===== src/rtl/seg_scan_reader.sv =====
// seg_scan_reader
//   Passive readback monitor for a multiplexed, active-low seven-segment bus.
//   Each anode/cathode pair is registered, checked for a valid single-digit
//   select, and qualified by a stability counter. A stable pair is decoded
//   back into a 5-bit display code (0x00-0x0F hex, 0x10 blank, 0x11 minus,
//   0x1F unrecognised) and written into its digit slot. When every position
//   has been captured since the last frame, frame_valid pulses.
//
// Optional feature macro: SEG_SCAN_READER_ERRCNT_EN
//   defined   : err_count counts decode_err pulses, saturating at 255
//   undefined : err_count is tied to zero
//
// Ports
//   clk         system clock
//   rst_n       asynchronous active-low reset
//   an          anode lines, active-low, bit i selects digit i
//   seg         cathode lines, active-low, bit 6 = a ... bit 0 = g
//   digits      captured codes, digit i at [5i+4:5i]
//   frame_valid one-cycle pulse when a full frame has been captured
//   decode_err  one-cycle pulse when an unrecognised pattern is accepted
//   err_count   saturating decode error count (zero when feature disabled)
module seg_scan_reader #(
  parameter int NUM_DIGITS    = 4,
  parameter int STABLE_CYCLES = 16
) (
  input  logic                    clk,
  input  logic                    rst_n,
  input  logic [NUM_DIGITS-1:0]   an,
  input  logic [6:0]              seg,
  output logic [5*NUM_DIGITS-1:0] digits,
  output logic                    frame_valid,
  output logic                    decode_err,
  output logic [7:0]              err_count
);

  // The counter starts at 0 on the edge that first sees a new pair, so the
  // accept edge is the one where it already holds STABLE_CYCLES-2.
  localparam logic [7:0] ACC_CNT = 8'(STABLE_CYCLES - 2);

  typedef enum logic [1:0] {S_WAIT, S_SETTLE, S_HOLD} state_t;

  function automatic logic [4:0] seg_decode(input logic [6:0] s);
    case (s)
      7'b0000001: return 5'h00;
      7'b1001111: return 5'h01;
      7'b0010010: return 5'h02;
      7'b0000110: return 5'h03;
      7'b1001100: return 5'h04;
      7'b0100100: return 5'h05;
      7'b0100000: return 5'h06;
      7'b0001111: return 5'h07;
      7'b0000000: return 5'h08;
      7'b0000100: return 5'h09;
      7'b0001000: return 5'h0A;
      7'b1100000: return 5'h0B;
      7'b0110001: return 5'h0C;
      7'b1000010: return 5'h0D;
      7'b0110000: return 5'h0E;
      7'b0111000: return 5'h0F;
      7'b1111111: return 5'h10;
      7'b1111110: return 5'h11;
      default:    return 5'h1F;
    endcase
  endfunction

  function automatic logic [7:0] sat_inc(input logic [7:0] v);
    return (v == 8'hFF) ? v : v + 8'd1;
  endfunction

  logic [NUM_DIGITS-1:0] an_p0, an_p1;
  logic [6:0]            seg_p0, seg_p1;
  logic [NUM_DIGITS-1:0] nsel_p0, nsel_m1_p0, mask, mask_mrg;
  logic                  vld_p0, chg_p0;
  logic [4:0]            code_p0;
  state_t                state, state_nx;
  logic [7:0]            cnt;
  logic                  accept, cnt_clr, cnt_inc;

  // ---- stage p0: input register; stage p1: previous pair for change detect
  // The select lines reset to "nothing selected" so the first valid select
  // after reset is always seen as a change.
  always_ff @(posedge clk or negedge rst_n) begin
    if (!rst_n) begin
      an_p0 <= '1;
      an_p1 <= '1;
    end else begin
      an_p0 <= an;
      an_p1 <= an_p0;
    end
  end

  always_ff @(posedge clk) begin
    seg_p0 <= seg;
    seg_p1 <= seg_p0;
  end

  // Valid select: exactly one anode low, i.e. nsel is one-hot.
  always_comb begin
    nsel_p0    = ~an_p0;
    nsel_m1_p0 = nsel_p0 - NUM_DIGITS'(1);
    vld_p0     = (|nsel_p0) && !(|(nsel_p0 & nsel_m1_p0));
    chg_p0     = (an_p0 != an_p1) || (seg_p0 != seg_p1);
    code_p0    = seg_decode(seg_p0);
    mask_mrg   = mask | nsel_p0;
  end

  // ---- FSM
  always_ff @(posedge clk or negedge rst_n) begin
    if (!rst_n) state <= S_WAIT;
    else        state <= state_nx;
  end

  always_comb begin
    state_nx = state;
    if (!vld_p0) begin
      state_nx = S_WAIT;
    end else begin
      case (state)
        S_WAIT:   state_nx = S_SETTLE;
        S_SETTLE: if (!chg_p0 && cnt == ACC_CNT) state_nx = S_HOLD;
        S_HOLD:   if (chg_p0) state_nx = S_SETTLE;
        default:  state_nx = S_WAIT;
      endcase
    end
  end

  always_comb begin
    accept  = 1'b0;
    cnt_clr = 1'b1;
    cnt_inc = 1'b0;
    if (state == S_SETTLE && vld_p0 && !chg_p0) begin
      cnt_clr = 1'b0;
      if (cnt == ACC_CNT) accept  = 1'b1;
      else                cnt_inc = 1'b1;
    end
  end

  always_ff @(posedge clk or negedge rst_n) begin
    if (!rst_n)       cnt <= 8'd0;
    else if (cnt_clr) cnt <= 8'd0;
    else if (cnt_inc) cnt <= cnt + 8'd1;
  end

  // ---- capture: slot write, seen-mask, frame and error pulses
  always_ff @(posedge clk or negedge rst_n) begin
    if (!rst_n) begin
      digits      <= {NUM_DIGITS{5'h10}};
      mask        <= '0;
      frame_valid <= 1'b0;
      decode_err  <= 1'b0;
    end else begin
      frame_valid <= 1'b0;
      decode_err  <= 1'b0;
      if (accept) begin
        for (int i = 0; i < NUM_DIGITS; i++) begin
          if (nsel_p0[i]) digits[5*i +: 5] <= code_p0;
        end
        if (&mask_mrg) begin
          frame_valid <= 1'b1;
          mask        <= '0;
        end else begin
          mask <= mask_mrg;
        end
        decode_err <= (code_p0 == 5'h1F);
      end
    end
  end

`ifdef SEG_SCAN_READER_ERRCNT_EN
  logic [7:0] err_cnt_q;

  always_ff @(posedge clk or negedge rst_n) begin
    if (!rst_n)                             err_cnt_q <= 8'd0;
    else if (accept && code_p0 == 5'h1F)    err_cnt_q <= sat_inc(err_cnt_q);
  end

  assign err_count = err_cnt_q;
`else
  assign err_count = 8'd0;
`endif

endmodule

===== config.mk =====
export PLATFORM = sky130hd
export DESIGN_NAME = seg_scan_reader
export DESIGN_NICKNAME = d
export VERILOG_FILES = /design/src/rtl/seg_scan_reader.sv
export SDC_FILE = /design/constraint.sdc
export NUM_CORES = 1
export LEC_CHECK = 0
export CAP_MARGIN = 10
export CORE_MARGIN = 3
export CORE_UTILIZATION = 24
export DETAILED_ROUTE_END_ITERATION = 12
export GPL_ROUTABILITY_DRIVEN = 1
export SYNTH_ARGS = -nofsm -noshare
export SYNTH_HDL_FRONTEND = slang
export SYNTH_SLANG_ARGS = --single-unit

===== constraint.sdc =====
create_clock -name clk -period 3.2 [get_ports clk]
set_clock_uncertainty 0.1 [all_clocks]
set_input_delay 0.32 -clock clk [delete_from_list [all_inputs] [get_ports clk]]
set_output_delay 0.32 -clock clk [all_outputs]
set_load 0.02 [all_outputs]

; Word-level counts from Yosys, hierarchy flattened
; Index checks and enable logic that the tools add are counted.
[op_classes]
n_eq_ne = 26
reduce_logical = 17
bitwise = 3
n_mux = 15
add_sub_neg = 2
[ops]
columns = operator, n
row1 = $pmux 5 s18, 1
row2 = $eq 7x7->1 const B, 6
row3 = $eq 7x6->1 const B, 5
row4 = $mux 8, 2
row5 = $eq 7x3->1 const B, 2
row6 = $eq 7x4->1 const B, 2
row7 = $reduce_and 2->1, 5
row8 = $add 8x1->8 const B, 1
row9 = $eq 8x4->1 const B, 1
row10 = $reduce_or 4->1, 2
row11 = $eq 7x1->1 const B, 1
row12 = $eq 7x5->1 const B, 1
row13 = $logic_not 7->1, 1
row14 = $mux 1, 7
row15 = $ne 7x7->1, 1
row16 = $mux 2, 3
row17 = $ne 3x3->1 const B, 2
row18 = $pmux 2 s3, 1
row19 = $eq 5x5->1 const B, 1
row20 = $and 4x4->4, 1
row21 = $logic_and 1x1->1, 4
row22 = $mux 4, 1
row23 = $ne 4x4->1, 1
row24 = $not 4->4, 1
row25 = 9 further kinds, 10
[word_totals]
reg_bits = 58
input_bits = 13
out_inout_bits = 30
word_cells = 76

; Logic depth before layout (Yosys ltp)
[logic_depth]
ltp_word = 11
depth_mapped = 8
depth_no_buf = 7

; Worst setup path after synthesis
; Ideal clock, no wire load.
[synth_timing]
kind = reg2reg
start = register an_p0[3]
end = register digits[11]
setup_time_ps = 125
synth_period_minus_slack_ps = 2598
n_path_buf = 2
path_stages_with_launch = 8
path_slack_ps = 602
t_arrival_ps = 2374
cell_sequence = dfstp_2 > buf_4 > xor2_1 > a311oi_1 > or4_1 > buf_4 > nor4_4 > mux2_2
[synth_via]
elab_chain_cells = 10
word_cells_on_any_way = 14
classes_between = add/sub: 1 / eq/ne: 1 / mux: 1 / bitwise: 2 / reduce/logical: 9
[synth_lines]
columns = item, line_no
row1 = from (decl), 70  ; logic [NUM_DIGITS-1:0] an_p0, an_p1;
row2 = from (signal assigned), 87  ; an_p0 <= an;
row3 = $not 4->4, 99  ; nsel_p0 = ~an_p0;
row4 = $sub 4x1->4, 100  ; nsel_m1_p0 = nsel_p0 - NUM_DIGITS'(1);
row5 = $and 4x4->4, 101  ; vld_p0 = (|nsel_p0) && !(|(nsel_p0 & nsel_m1_p0));
row6 = $reduce_or 4->1, 101
row7 = $logic_not 1->1, 101
row8 = $logic_and 1x1->1, 101
row9 = $logic_and 1x1->1, 131  ; if (state == S_SETTLE && vld_p0 && !chg_p0) begin
row10 = $logic_and 1x1->1 *, 131
row11 = $mux 1 *, 131
row12 = $reduce_and 2->1 (no line) *, n/a
row13 = to (signal assigned), 147  ; digits <= {NUM_DIGITS{5'h10}};
row14 = "to (signal, indexed assignment)", 156  ; if (nsel_p0[i]) digits[5*i +: 5] <= code_p0;
row15 = to (decl), 30  ; output logic [5*NUM_DIGITS-1:0] digits,
; Every way passes the cells marked *; elsewhere a longest branch is shown, timed or not.
; A chain may end at the register's enable or synchronous reset.

; Worst setup path in the final report
[layout_timing]
start = register an_p0[1]
end = register digits[16]
; Same word-level chain as after synthesis.

==> flow_metrics.py <==
metrics = {
    "run_status": {
        "outcome": "completed",
    },
    "drt": {
        "wl_met2_um": 2804,
        "num_vias": 1934,
        "drt_wl_total_um": 6011,
        "wl_per_cell_um": 14.38,
        "top_layer_used": "met4",
        "dr_wl_met3_um": 282,
        "first_pass_iters": 4,
        "wirelength_met1_um": 2849,
        "drc": 0,
        "vias_per_cell": 4.627,
        "antenna_left": 0,
        "drt-initial-drc-count": 105,
    },
    "timing": {
        "rsz0062_at_grt": "false",
        "max_slew_margin_pct": 36.14,
        "hold_slack_ns": 0.05791,
        "worst_pin_slew_ns": 0.9580,
        "drv_slew": 0,
        "finalSetupViolations": 0,
        "period_share_pct": 91.25,
        "hold_viol_final": 0,
        "fmax_mhz": 342.5,
        "finalSetupTns_ns": 0,
        "fin_crit_ns": 2.920,
    },
    "synth": {
        "ys_ff_latch": 58,
        "synth_commonest_cells": "32 x dfrtp_1, 14 x dfxtp_1, 13 x a21oi_1",
        "synth.distinct_cells": 52,
        "yosys.area.top_type": "dfrtp_1",
        "synth_top_cell_area_share_pct": 29.55,
        "synth-main-ff-cell": "dfrtp_1",
        "async_flop_share_pct": 75.86,
        "synth_edf_count": 0,
        "syn-cell-area_um2": 2710,
        "yosys_warnings": 0,
        "synth.avg_cell_area_um2": 11.39,
        "syn-instance-count": 238,
        "yosysMostFrequentCell": "dfrtp_1",
        "synth.area.top_cells": "dfrtp_1 30%, dfstp_2 12%, dfxtp_1 10%",
        "ys_seq_area_share_pct": 51.52,
    },
    "finish": {
        "multi_input_area_um2": 1199,
        "drive_gt1_share_pct": 17.63,
        "register_area_um2": 1396,
        "fin_nets": 288,
        "postLayoutCellArea_um2": 3420,
        "n_fill_cell": 1144,
        "diodes": 0,
        "syn_to_final_growth_pct": 26.18,
        "final_cells": 418,
    },
    "floorplanning": {
        "num_io_pins": 43,
        "die-area_um2": 12600,
        "die_height_um": 112.3,
        "core_um2": 10940,
        "std_cell_rows": 38,
        "die_w_um": 112.3,
        "start_util_pct": 24.78,
    },
    "setup_path": {
        "r2r_cells": 5,
        "crit_type": "reg -> reg",
        "cp-end-kind": "register",
        "cp_max_fo": 8,
        "cp_data_arrival_time_ns": 3.02,
        "start_kind": "register",
        "critPathRequiredTime_ns": 3.30,
    },
    "place": {
        "dp.cells": 401,
        "dp_hpwl_um": 4270,
        "place_area_um2": 3143,
        "port-buffer-count": 34,
        "gp_congestion": 0.7930,
    },
    "hold_path": {
        "hold_class": "in -> async",
    },
    "clock_tree": {
        "clock-sinks": 58,
        "ctsResizeCount": 0,
        "cts_max_level": 3,
        "cts_root_buf": "clkbuf_16",
        "cts_hold_buf": 0,
        "cts.clk_slew.worst_paths_ns": 0.05,
        "cts_buffer_depth": 2,
        "cts_made_buffers": 9,
        "cts_tree": "done",
        "post_cts_buffers": 0,
        "worstSkewPairLatency_ns": 0.32,
    },
    "global_routing": {
        "grt_pass1_vias": 1968,
        "grtUsageTotal_pct": 10.22,
        "overflow": 0,
        "grt_first_pass_wirelength_um": 10260,
        "grt_max_degree": 45,
        "grt_antenna_before_repair": 0,
    },
    "power_and_ir_drop": {
        "p_leak_nw": 1.347,
        "ir_drop_uv": 285.2,
        "power_density_nw_per_um2": 503.1,
    },
    "flow_run": {
        "maxCapViolations": 0,
    },
}
==> cells in the final DEF, fill, tap and decap left out, types with 3 or more instances in the layout <==
master,synthesis,final
dfstp_2,12,12
nand4_1,5,5
nor4_4,4,4
nand3_1,8,8
nor4_1,8,8
nor3_1,4,4
mux2_2,5,5
o21a_1,6,6
dfrtp_1,32,32
clkinvlp_4,0,3
nand2_1,5,5
o21ai_0,4,4
mux2_1,8,8
a311oi_1,3,3
conb_1,1,8
and3_1,4,4
nor3b_1,3,3
a31oi_1,10,10
dfxtp_1,14,14
clkbuf_16,0,9
clkdlybuf4s50_1,0,33
a21oi_1,13,13
clkinv_2,0,3
xnor2_1,12,12
nand2b_1,4,4
xor2_1,6,6
buf_4,11,4
nor2_1,12,12
==> flip-flops by register name, indices dropped and copies added, names as in the netlist <==
register     count
state            2
frame_valid      1
seg_p1           7
an_p1            4
seg_p0           7
digits          20
cnt              8
decode_err       1
mask             4
an_p0            4
==> final timing paths <==
path | startpoint | endpoint | slack (ns)
max | an_p0[1]$_DFF_PN1_ | digits[16]$_DFFE_PN0P_ | 0.28
min | rst_n | mask[2]$_DFFE_PN0P_ | 0.06
max reg2reg | an_p0[1]$_DFF_PN1_ | digits[16]$_DFFE_PN0P_ | 0.28
min reg2reg | an_p0[2]$_DFF_PN1_ | an_p1[2]$_DFF_PN1_ | 0.33
max in group asynchronous | rst_n | cnt[6]$_DFFE_PN0P_ | 2.35
min in group clk | an[0] | an_p0[0]$_DFF_PN1_ | 0.33
==> cell families after synthesis <==
kind of cell / share of synthesized area (%)
buffers and inverters: 5.217
XOR/XNOR: 5.817
other: 0.1384
multiplexers: 5.402
flip-flops: 51.52
adder cells (fa/ha/maj): 0.9232
AND/OR/NAND/NOR: 20.45
AO/OA/AOI/OAI: 10.53
==> worst max-delay path, cell delays in order (launching register included) <==
cell	delay, ns
dfstp_2	0.63
xor2_1	0.16
a311oi_1	0.21
or4_1	0.81
nor4_4	0.49
mux2_2	0.39
==> power by group <==
part	switching (mW)	internal [mW]
combinational	0.0465	0.0401
clock	0.332	0.519
sequential	0.0312	0.752
==> area by class of cell <==
class	count	area share (%)
well taps	140	5.123
flip-flops and latches	58	40.83
clock buffers	9	6.586
repair buffers	39	10.83
inverters	2	0.2195
multi-input cells	163	35.05
clock inverters	7	1.354
==> metal layers <==
metal | vias to the layer above | global-route usage [%]
li1 | 928 | -
met1 | 947 | 13.50
met2 | 53 | 15.77
met3 | 6 | 2.642
met4 | 0 | 4.567
met5 | - | 0
==> per-stage QoR <==
step | total power [mW] | util [%] | setup WS [ns]
final | 1.720 | 31.27 | 0.2802
after global routing | 1.791 | 31.27 | 0.1632
after CTS | 1.743 | 31.22 | 0.2983
after detailed placement | 0.8832 | 28.74 | 0.2828
after global placement | 0.8821 | 28.74 | 0.3539
after floorplan | 0.8489 | - | 0.6017
Note: power is estimated with default switching activity, not from simulation.
